**config.mk**
```make
export PLATFORM = sky130hd
export DESIGN_NAME = pipe_ctrl
export DESIGN_NICKNAME = d
export VERILOG_FILES = /design/src/rtl/pipe_ctrl_pkg.sv /design/src/rtl/pipe_ctrl.sv
export SDC_FILE = /design/constraint.sdc
export NUM_CORES = 1
export LEC_CHECK = 0
export ABC_CLOCK_PERIOD_IN_PS = 3100
export CAP_MARGIN = 5
export CORE_MARGIN = 1
export CORE_UTILIZATION = 41
export DETAILED_ROUTE_END_ITERATION = 16
export GPL_ROUTABILITY_DRIVEN = 0
export PLACE_DENSITY = 0.8
export SLEW_MARGIN = 20
export SYNTH_ARGS = -nofsm -noshare
export SYNTH_HDL_FRONTEND = slang
export SYNTH_SLANG_ARGS = --single-unit
```
**constraint.sdc**
```tcl
create_clock -name clk -period 3.1 [get_ports clk]
set_input_delay 0.62 -clock clk [delete_from_list [all_inputs] [get_ports clk]]
set_output_delay 0.62 -clock clk [all_outputs]
set_load 0.02 [all_outputs]
```
**src/rtl/pipe_ctrl_pkg.sv**
```systemverilog
// Shared hold-level codes, FSM state encodings and default mul/div timeout for pipe_ctrl.
package pipe_ctrl_pkg;

    localparam int MULDIV_MAX_DEF = 66;
    localparam int CNT_W          = 7;

    // Hold levels: each pipeline register compares against its own threshold
    localparam logic [2:0] HOLD_RUN    = 3'd0;
    localparam logic [2:0] HOLD_PC     = 3'd1;
    localparam logic [2:0] HOLD_IFID   = 3'd2;
    localparam logic [2:0] HOLD_IDEX   = 3'd3;
    localparam logic [2:0] HOLD_EXMEM  = 3'd4;

    typedef enum logic [1:0] {
        ST_IDLE    = 2'd0,
        ST_FLUSH   = 2'd1,
        ST_MULDIV  = 2'd2,
        ST_BUSWAIT = 2'd3
    } state_t;

endpackage

```
**src/rtl/pipe_ctrl.sv**
```systemverilog
// Pipeline hazard controller: arbitrates jump flush, mul/div stall (with timeout),
// data-bus wait and load-use bubbles into a single hold level plus PC redirect.
module pipe_ctrl
    import pipe_ctrl_pkg::*;
#(
    parameter int MULDIV_MAX = MULDIV_MAX_DEF,
    parameter int HOLD_W     = 3
) (
    input  logic              clk,
    input  logic              rst,
    input  logic              jump_req_i,
    input  logic [63:0]       jump_addr_i,
    input  logic              load_use_i,
    input  logic              muldiv_start_i,
    input  logic              muldiv_done_i,
    input  logic              bus_wait_i,
    output logic [HOLD_W-1:0] pipe_hold_en_o,
    output logic              jump_en_o,
    output logic [63:0]       jump_addr_o,
    output logic [1:0]        state_o,
    output logic              timeout_o
);

    localparam logic [CNT_W-1:0] CNT_MAX = CNT_W'(MULDIV_MAX);
    localparam logic [CNT_W-1:0] CNT_SAT = '1;

    state_t             state_q, state_d;
    logic [CNT_W-1:0]   cnt_q, cnt_d;
    logic [63:0]        addr_q;
    logic [2:0]         level;

    always_ff @(posedge clk or posedge rst) begin
        if (rst) begin
            state_q <= ST_IDLE;
            cnt_q   <= '0;
            addr_q  <= '0;
        end else begin
            state_q <= state_d;
            cnt_q   <= cnt_d;
            if (jump_en_o) addr_q <= jump_addr_i;
        end
    end

    always_comb begin
        state_d   = state_q;
        cnt_d     = '0;
        level     = HOLD_RUN;
        jump_en_o = 1'b0;
        timeout_o = 1'b0;
        unique case (state_q)
            ST_IDLE: begin
                if (jump_req_i) begin
                    level     = HOLD_IDEX;
                    jump_en_o = 1'b1;
                    state_d   = ST_FLUSH;
                end else if (muldiv_start_i) begin
                    level   = HOLD_IDEX;
                    cnt_d   = CNT_W'(1);
                    state_d = ST_MULDIV;
                end else if (bus_wait_i) begin
                    level   = HOLD_EXMEM;
                    state_d = ST_BUSWAIT;
                end else if (load_use_i) begin
                    level = HOLD_IFID;
                end
            end
            ST_FLUSH: begin
                level   = HOLD_IDEX;
                state_d = ST_IDLE;
            end
            ST_MULDIV: begin
                if (muldiv_done_i) begin
                    state_d = ST_IDLE;
                end else if (cnt_q >= CNT_MAX) begin
                    // Unit never answered: release the pipe rather than deadlock
                    timeout_o = 1'b1;
                    state_d   = ST_IDLE;
                end else begin
                    level = bus_wait_i ? HOLD_EXMEM : HOLD_IDEX;
                    cnt_d = (cnt_q == CNT_SAT) ? cnt_q : cnt_q + CNT_W'(1);
                end
            end
            ST_BUSWAIT: begin
                if (bus_wait_i) level = HOLD_EXMEM;
                else            state_d = ST_IDLE;
            end
            default: state_d = ST_IDLE;
        endcase
    end

    assign pipe_hold_en_o = HOLD_W'(level);
    assign jump_addr_o    = jump_en_o ? jump_addr_i : addr_q;
    assign state_o        = state_q;

endmodule

```
==> results of run 1 <==
[power by group through the flow]
stage / sequential, µW / combinational, µW / clock, µW
finish: 1540 / 2590 / 644
global route: 1580 / 2750 / 700
CTS: 1550 / 2620 / 663
detailed placement: 1570 / 2960 / 0
global placement: 1540 / 2910 / 0
floorplan: 1510 / 1620 / 0
[stage by stage]
stage / utilization, % / hold WS (ps)
floorplan: - / 498
global placement: 66.8 / 464
detailed placement: 66.8 / 472
CTS: 68.2 / 485
global route: 68.3 / 502
finish: 68.3 / 494
[critical path: cells and delay by family]
kind / cells / cell delay, ps
mux: 1 / 350
simple gates: 1 / 220
buf+inv: 3 / 1210
[timing repair]
action | in CTS | in global routing
resized for setup | 61 | 2
setup endpoints to repair | 61 | 2
pin swaps | 0 | 0
[sequential cells by signal, indices dropped and copies added (netlist names)]
signal and cells:
cnt_q 7, addr_q 64, state_o 2
[routing by layer]
metal  up-vias  routed length [µm]
li1       1015                   -
met1      1061                3140
met2        99                3350
met3        14                 540
met4         0                 170
met5         -                   0
[cell families after synthesis]
family | share of synthesized area, %
mux | 24.0
compound gates | 5.49
simple gates | 5.61
flops | 60.7
buf+inv | 3.41
fa+ha+maj | 0.831
[cell type report]
class,instances,area [µm²],share of cell area (%)
clock buffer,11,151,3.19
multi-input combinational,109,1090,23.1
clock inverter,3,17.5,0.369
tap,96,120,2.53
inverter,3,11.3,0.237
timing repair buffer,154,1520,32.1
sequential,73,1830,38.5
[synth_stat cells, drive strengths merged]
cell and n:
mux2 64, buf 9, a21boi 2, o22ai 1, a2bb2oi 1, nor3b 1, a31oi 2, a21oi 3
inv 3, ha 2, nor4 2, nor2b 1, nor3 2, nand2b 1, a211oi 1, nand3b 2
or3b 1, o32ai 1, a2111oi 3, nor2 4, o211ai 1, o21ai 1, nand2 3, nand3 3
and4 3, and2 1, o31ai 3, dfrtp 73
[final timing paths]
path / to / slack, ps / cells past startpoint / from
max: jump_addr_o[20] / 70 / 5 / jump_req_i
min: addr_q[62] / 490 / 1 / addr_q[62]
max reg2reg: cnt_q[3] / 1490 / 4 / cnt_q[1]
min reg2reg: addr_q[62] / 490 / 1 / addr_q[62]
max in group asynchronous: cnt_q[5] / 2100 / 3 / rst
min in group asynchronous: addr_q[39] / 700 / 3 / rst
==> results_dict.tcl, run 1 <==
set metrics [dict create \
    status "complete, no violations" \
    grt_first_pass_wirelength_um 10800 \
    post-route-period-util_pct 97.8 \
    first_global_vias 2227 \
    synth_top_area_share_pct 60.7 \
    totalPowerFinal_uw 4770 \
    synthesized_area_per_cell_um2 15.5 \
    number_of_unique_standard_cell_types_used_by_synthesis 33 \
    postSynthCellCount 194 \
    fp.dieH_um 87.7 \
    max_slew_violations 0 \
    cts_setup_buffers 0 \
    pre_cts_slack_ps -102 \
    internal_power_consumption_uw 2950 \
    detail-route-antenna-nets 0 \
    layout_min_cycle_time_ps 3030 \
    groute.usage.overall_pct 18.9 \
    layout.cells.non_filler 449 \
    cells_along_the_critical_path "clkdlybuf4s50_1 > nor3b_4 > buf_12 > mux2_2 > clkdlybuf4s50_1" \
    fill_cells 527 \
    timing_worst_slew_pin_value_ps 412 \
    vias 2189 \
    hold_buffers 0 \
    grt_start_max_net_pins 74 \
    tritoncts "built" \
    final_cell_area_um2 4740 \
    mostFrequentLayoutCell "sky130_fd_sc_hd__clkdlybuf4s50_1" \
    drc 0 \
    core_um2 6940 \
    area_growth_pct 57.6 \
    design.final.nets 423 \
    worstPathArrival_ps 2410 \
    grt.overflow.total 0 \
    numCtsBuffers 9 \
    global_route.usage.met3_pct 4.71 \
    path_clk_slew_ps 70 \
    insertion_delay_ps 330 \
    most-common-layout-cells "sky130_fd_sc_hd__clkdlybuf4s50_1 (79), sky130_fd_sc_hd__dfrtp_1 (73), sky130_fd_sc_hd__mux2_2 (62), sky130_fd_sc_hd__dlygate4sd2_1 (61), sky130_fd_sc_hd__clkbuf_8 (11)" \
    top_level_ports 142 \
    dominant_cells_by_area_after_synthesis "sky130_fd_sc_hd__dfrtp_1 (61%), sky130_fd_sc_hd__mux2_2 (23%), sky130_fd_sc_hd__buf_6 (2.6%)" \
    finalClockSkew_ps 11.6 \
    number_of_antenna_violations_at_the_first_check_in_global_routing 0 \
    swShare_pct 38.1 \
    share_clk_of_total_power_pct 13.5 \
    yosys.area.top_type "sky130_fd_sc_hd__dfrtp_1" \
    startpoint_type "input port" \
    path_class "input port to output pin" \
    cp_slowest_cell "sky130_fd_sc_hd__clkdlybuf4s50_1" \
    power.switching_uw 1820 \
    clock_tree.htree_level_count 3 \
    initial_utilization_pct 43.3 \
    cts.sink_count 73 \
    hold_viol 0 \
    cp.required_ps 2480 \
    grt_busiest_layer "met2" \
    min_path_type "flop to flop" \
    finalSetupTns_ps 0 \
    share_comb_of_total_power_pct 54.2 \
    grt.met1_usage_pct 23.5 \
    vias_per_cell 4.88 \
    ys_seq_area_share_pct 60.7 \
    global_route.usage.met2_pct 30.9 \
    placedCellCount 435 \
    dr.pass1.iters 4 \
    synth.net_count 267 \
    vdd_ir_drop_max_mv 0.481 \
    port-buffer-count 141 \
    placed_wire_length_estimate_um 5410 \
    fmax_mhz 330 \
    grt_setup_unrepaired "no" \
    critical_path.max_fanout 11 \
    drt-initial-drc-count 63 \
    drt_wl_total_um 7200 \
    slew_headroom_pct 72.5 \
    netlist_area_um2 3010 \
    chipWidth_um 87.7 \
    max_cap_viol_count 0 \
    crit_path_max_incr_delay_ps 560 \
    clock_tree.root_cell "sky130_fd_sc_hd__clkbuf_8" \
    ctsLongestPathBuffers 2 \
    detail_route.wl_per_cell_um 16.0 \
    std_cell_rows 30 \
    sequentialPowerShare_pct 32.3 \
    leakagePower_uw 0.00205 \
    power_density_nw_per_um2 1010 \
    diodes 0 \
    fp.dieArea_um2 7690 \
    yosysWarningCount 0 \
    layout-drive-gt1-share_pct 28.0 \
    setup_ws_ps 69.7 \
    synth_seq_cells 73 \
    finalSetupViolCount 0 \
    cp-end-kind "output pin" \
    worst_path_most_repeated_cell "sky130_fd_sc_hd__clkdlybuf4s50_1" \
    dpl_cell_area_um2 4640 \
]
(Power assumes the default switching activity.)
==> run 2, diff against run 1 <==
--- a/config.mk
+++ b/config.mk
@@ -6,7 +6,6 @@
 export NUM_CORES = 1
 export LEC_CHECK = 0
 export ABC_CLOCK_PERIOD_IN_PS = 3100
-export CAP_MARGIN = 5
 export CORE_MARGIN = 1
 export CORE_UTILIZATION = 41
 export DETAILED_ROUTE_END_ITERATION = 16
==> results of run 2 <==
Same layout as run 1: the final DEF is identical, and so are final timing and power.
==> run 3, diff against run 2 <==
--- a/config.mk
+++ b/config.mk
@@ -5,12 +5,13 @@
 export SDC_FILE = /design/constraint.sdc
 export NUM_CORES = 1
 export LEC_CHECK = 0
+export ABC_AREA = 1
 export ABC_CLOCK_PERIOD_IN_PS = 3100
 export CORE_MARGIN = 1
 export CORE_UTILIZATION = 41
 export DETAILED_ROUTE_END_ITERATION = 16
 export GPL_ROUTABILITY_DRIVEN = 0
-export PLACE_DENSITY = 0.8
+export PLACE_DENSITY_LB_ADDON = 0.1
 export SLEW_MARGIN = 20
 export SYNTH_ARGS = -nofsm -noshare
 export SYNTH_HDL_FRONTEND = slang
==> run 3 against run 2 <==
Compared with the run above:
- cell count grew 35%
- combinational power grew 3%
- sequential power shrank 3%
- sequential share of layout area shrank 1.4 points
- cell area grew 3.9%
- critical endpoint is now jump_addr_o[0]
- count of clock-buffer cells in the layout shrank 1
- fmax grew 0.95%
- synthesized cell count grew 82%
==> results_dict.tcl, run 3 <==
set metrics [dict create \
    yosysWarningCount 0 \
    async_reset_ff_share_pct 100 \
    layout-drive-gt1-share_pct 6.29 \
    slew_headroom_pct 74.8 \
    groute.usage.overall_pct 20.5 \
    finalClockSkew_ps 9.83 \
    detail_route.wl_per_cell_um 12.7 \
    detail-route-antenna-nets 0 \
    hold_viol 0 \
    ctsLongestPathBuffers 2 \
    global_route.usage.met2_pct 34.3 \
    timing_worst_slew_pin_value_ps 378 \
    grt_start_max_net_pins 74 \
    diodes 0 \
    vdd_ir_drop_max_mv 0.450 \
    fmax_mhz 333 \
    cp-end-kind "output pin" \
    fp.dieH_um 87.7 \
    grt_first_pass_wirelength_um 12000 \
    hold_buffers 0 \
    vias 2709 \
    max_cap_viol_count 0 \
    dominant_cells_by_area_after_synthesis "sky130_fd_sc_hd__dfrtp_1 (61%), sky130_fd_sc_hd__nand2_1 (26%), sky130_fd_sc_hd__nand3_1 (2.7%)" \
    worstPathArrival_ps 2380 \
    clock_tree.htree_level_count 3 \
    number_of_antenna_violations_at_the_first_check_in_global_routing 0 \
    drt-initial-drc-count 102 \
    synth-edff-count 0 \
    min_path_type "flop to flop" \
    drc 0 \
    design.final.nets 578 \
    ys_seq_area_share_pct 60.7 \
    leakagePower_uw 0.00296 \
    first_global_vias 2617 \
    std_cell_rows 30 \
    synth.net_count 427 \
    number_of_unique_standard_cell_types_used_by_synthesis 16 \
    global_route.usage.met3_pct 8.86 \
    totalPowerFinal_uw 4960 \
    critical_path.max_fanout 41 \
    core_um2 6940 \
    finalSetupTns_ps 0 \
    tritoncts "built" \
    max_slew_violations 0 \
    initial_utilization_pct 43.3 \
    cts.sink_count 73 \
    path_clk_slew_ps 70 \
    setup_ws_ps 98.4 \
    mostFrequentLayoutCell "sky130_fd_sc_hd__nand2_1" \
    netlist_area_um2 3010 \
    vias_per_cell 4.48 \
    dr.pass1.iters 4 \
    synth_seq_cells 73 \
    most-common-layout-cells "sky130_fd_sc_hd__nand2_1 (208), sky130_fd_sc_hd__clkdlybuf4s50_1 (90), sky130_fd_sc_hd__dfrtp_1 (73), sky130_fd_sc_hd__dlymetal6s2s_1 (51), sky130_fd_sc_hd__nand3_1 (16)" \
    cts_setup_buffers 0 \
    grt_busiest_layer "met2" \
    synth_commonest_cells "sky130_fd_sc_hd__nand2_1 (208), sky130_fd_sc_hd__dfrtp_1 (73), sky130_fd_sc_hd__nand3_1 (16), sky130_fd_sc_hd__nor2_1 (14), sky130_fd_sc_hd__inv_1 (13)" \
    synthesized_area_per_cell_um2 8.50 \
    pre_cts_slack_ps 56.2 \
    largest_register "addr_q" \
    post-route-period-util_pct 96.8 \
    chipWidth_um 87.7 \
    yosys.cell_count.top_type "sky130_fd_sc_hd__nand2_1" \
    ys_dominant_reg_cell "sky130_fd_sc_hd__dfrtp_1" \
    path_class "input port to output pin" \
    cp.required_ps 2480 \
    largest_register_ffs 64 \
    yosys.area.top_type "sky130_fd_sc_hd__dfrtp_1" \
    grt.overflow.total 0 \
    top_level_ports 142 \
    fp.dieArea_um2 7680 \
    grt.met1_usage_pct 23.4 \
    startpoint_type "input port" \
    crit_path_max_incr_delay_ps 600 \
    numCtsBuffers 9 \
    port-buffer-count 141 \
    layout.cells.non_filler 605 \
    status "complete, no violations" \
    finalSetupViolCount 0 \
    synth_top_area_share_pct 60.7 \
    placedCellCount 590 \
    insertion_delay_ps 350 \
    clock_tree.root_cell "sky130_fd_sc_hd__clkbuf_8" \
    drt_wl_total_um 7690 \
    cts-resized-gates 0 \
    placed_wire_length_estimate_um 5290 \
    cells_along_the_critical_path "clkdlybuf4s50_1 > inv_1 > nor2_4 > inv_2 > buf_12 > nand2_1 > nand2_1 > clkdlybuf4s50_1" \
    cp_slowest_cell "sky130_fd_sc_hd__clkdlybuf4s50_1" \
    area_growth_pct 63.8 \
    postSynthCellCount 354 \
    layout_min_cycle_time_ps 3000 \
    power_density_nw_per_um2 1010 \
]
==> run 3: cell types whose count changed in the layout (fill, tap and decap cells not counted), moves of 11 or more <==
cell / change
sky130_fd_sc_hd__dlymetal6s2s_1: +50
sky130_fd_sc_hd__nand3_1: +13
sky130_fd_sc_hd__nand2_1: +205
sky130_fd_sc_hd__clkdlybuf4s50_1: +11
sky130_fd_sc_hd__dlygate4sd2_1: -61
sky130_fd_sc_hd__mux2_2: -62
==> run 3: power by group <==
part	leakage [µW]	switching (µW)	internal (µW)
Clock	0.000102	347	449
Sequential	0.000914	134	1360
Combinational	0.00195	1490	1180
Total	0.00296	1970	2990
==> run 3: final timing paths <==
kind | from | to | slack [ps] | depth (start not counted)
min in group asynchronous | rst | addr_q[55] | 700 | 3
worst min register to register | addr_q[11] | addr_q[11] | 460 | 2
worst max-delay path | jump_req_i | jump_addr_o[0] | 100 | 8
worst min-delay path | addr_q[11] | addr_q[11] | 460 | 2
worst max register to register | state_o[1] | addr_q[50] | 1530 | 8
max in group asynchronous | rst | state_o[0] | 2100 | 3
==> run 3: layout make-up <==
class / count / area (µm²)
fill: 559 / 2020
sequential: 73 / 1830
timing repair buffer: 153 / 1690
multi-input combinational: 253 / 1020
clock buffer: 10 / 128
tap: 96 / 120
clock inverter: 5 / 81.3
inverter: 15 / 56.3
==> run 3: cells by family (layout without fill, tap and decap cells) <==
group           Yosys count  count (layout)  synth area share (%)
compound gates            9               9                  1.66
fa+ha+maj                 2               2                 0.832
buf+inv                  28             183                  5.28
flops                    73              73                  60.7
simple gates            242             242                  31.5
==> run 3: per-layer routing <==
metal,up-vias,wire [µm]
li1,1378,-
met1,1234,3120
met2,88,3790
met3,9,704
met4,0,72
met5,-,0
==> run 3: through the flow <==
stage	util (%)	hold WS (ps)	cell area, µm²
floorplan	-	490	3010
global placement	66.1	450	4590
detailed placement	66.1	455	4590
CTS	69.1	473	4800
global route	70.9	484	4930
finish	70.9	463	4930
==> run 3: critical path: cells and delay by family <==
family,cells,cell delay [ps]
simple gates,3,240
buf+inv,5,1500
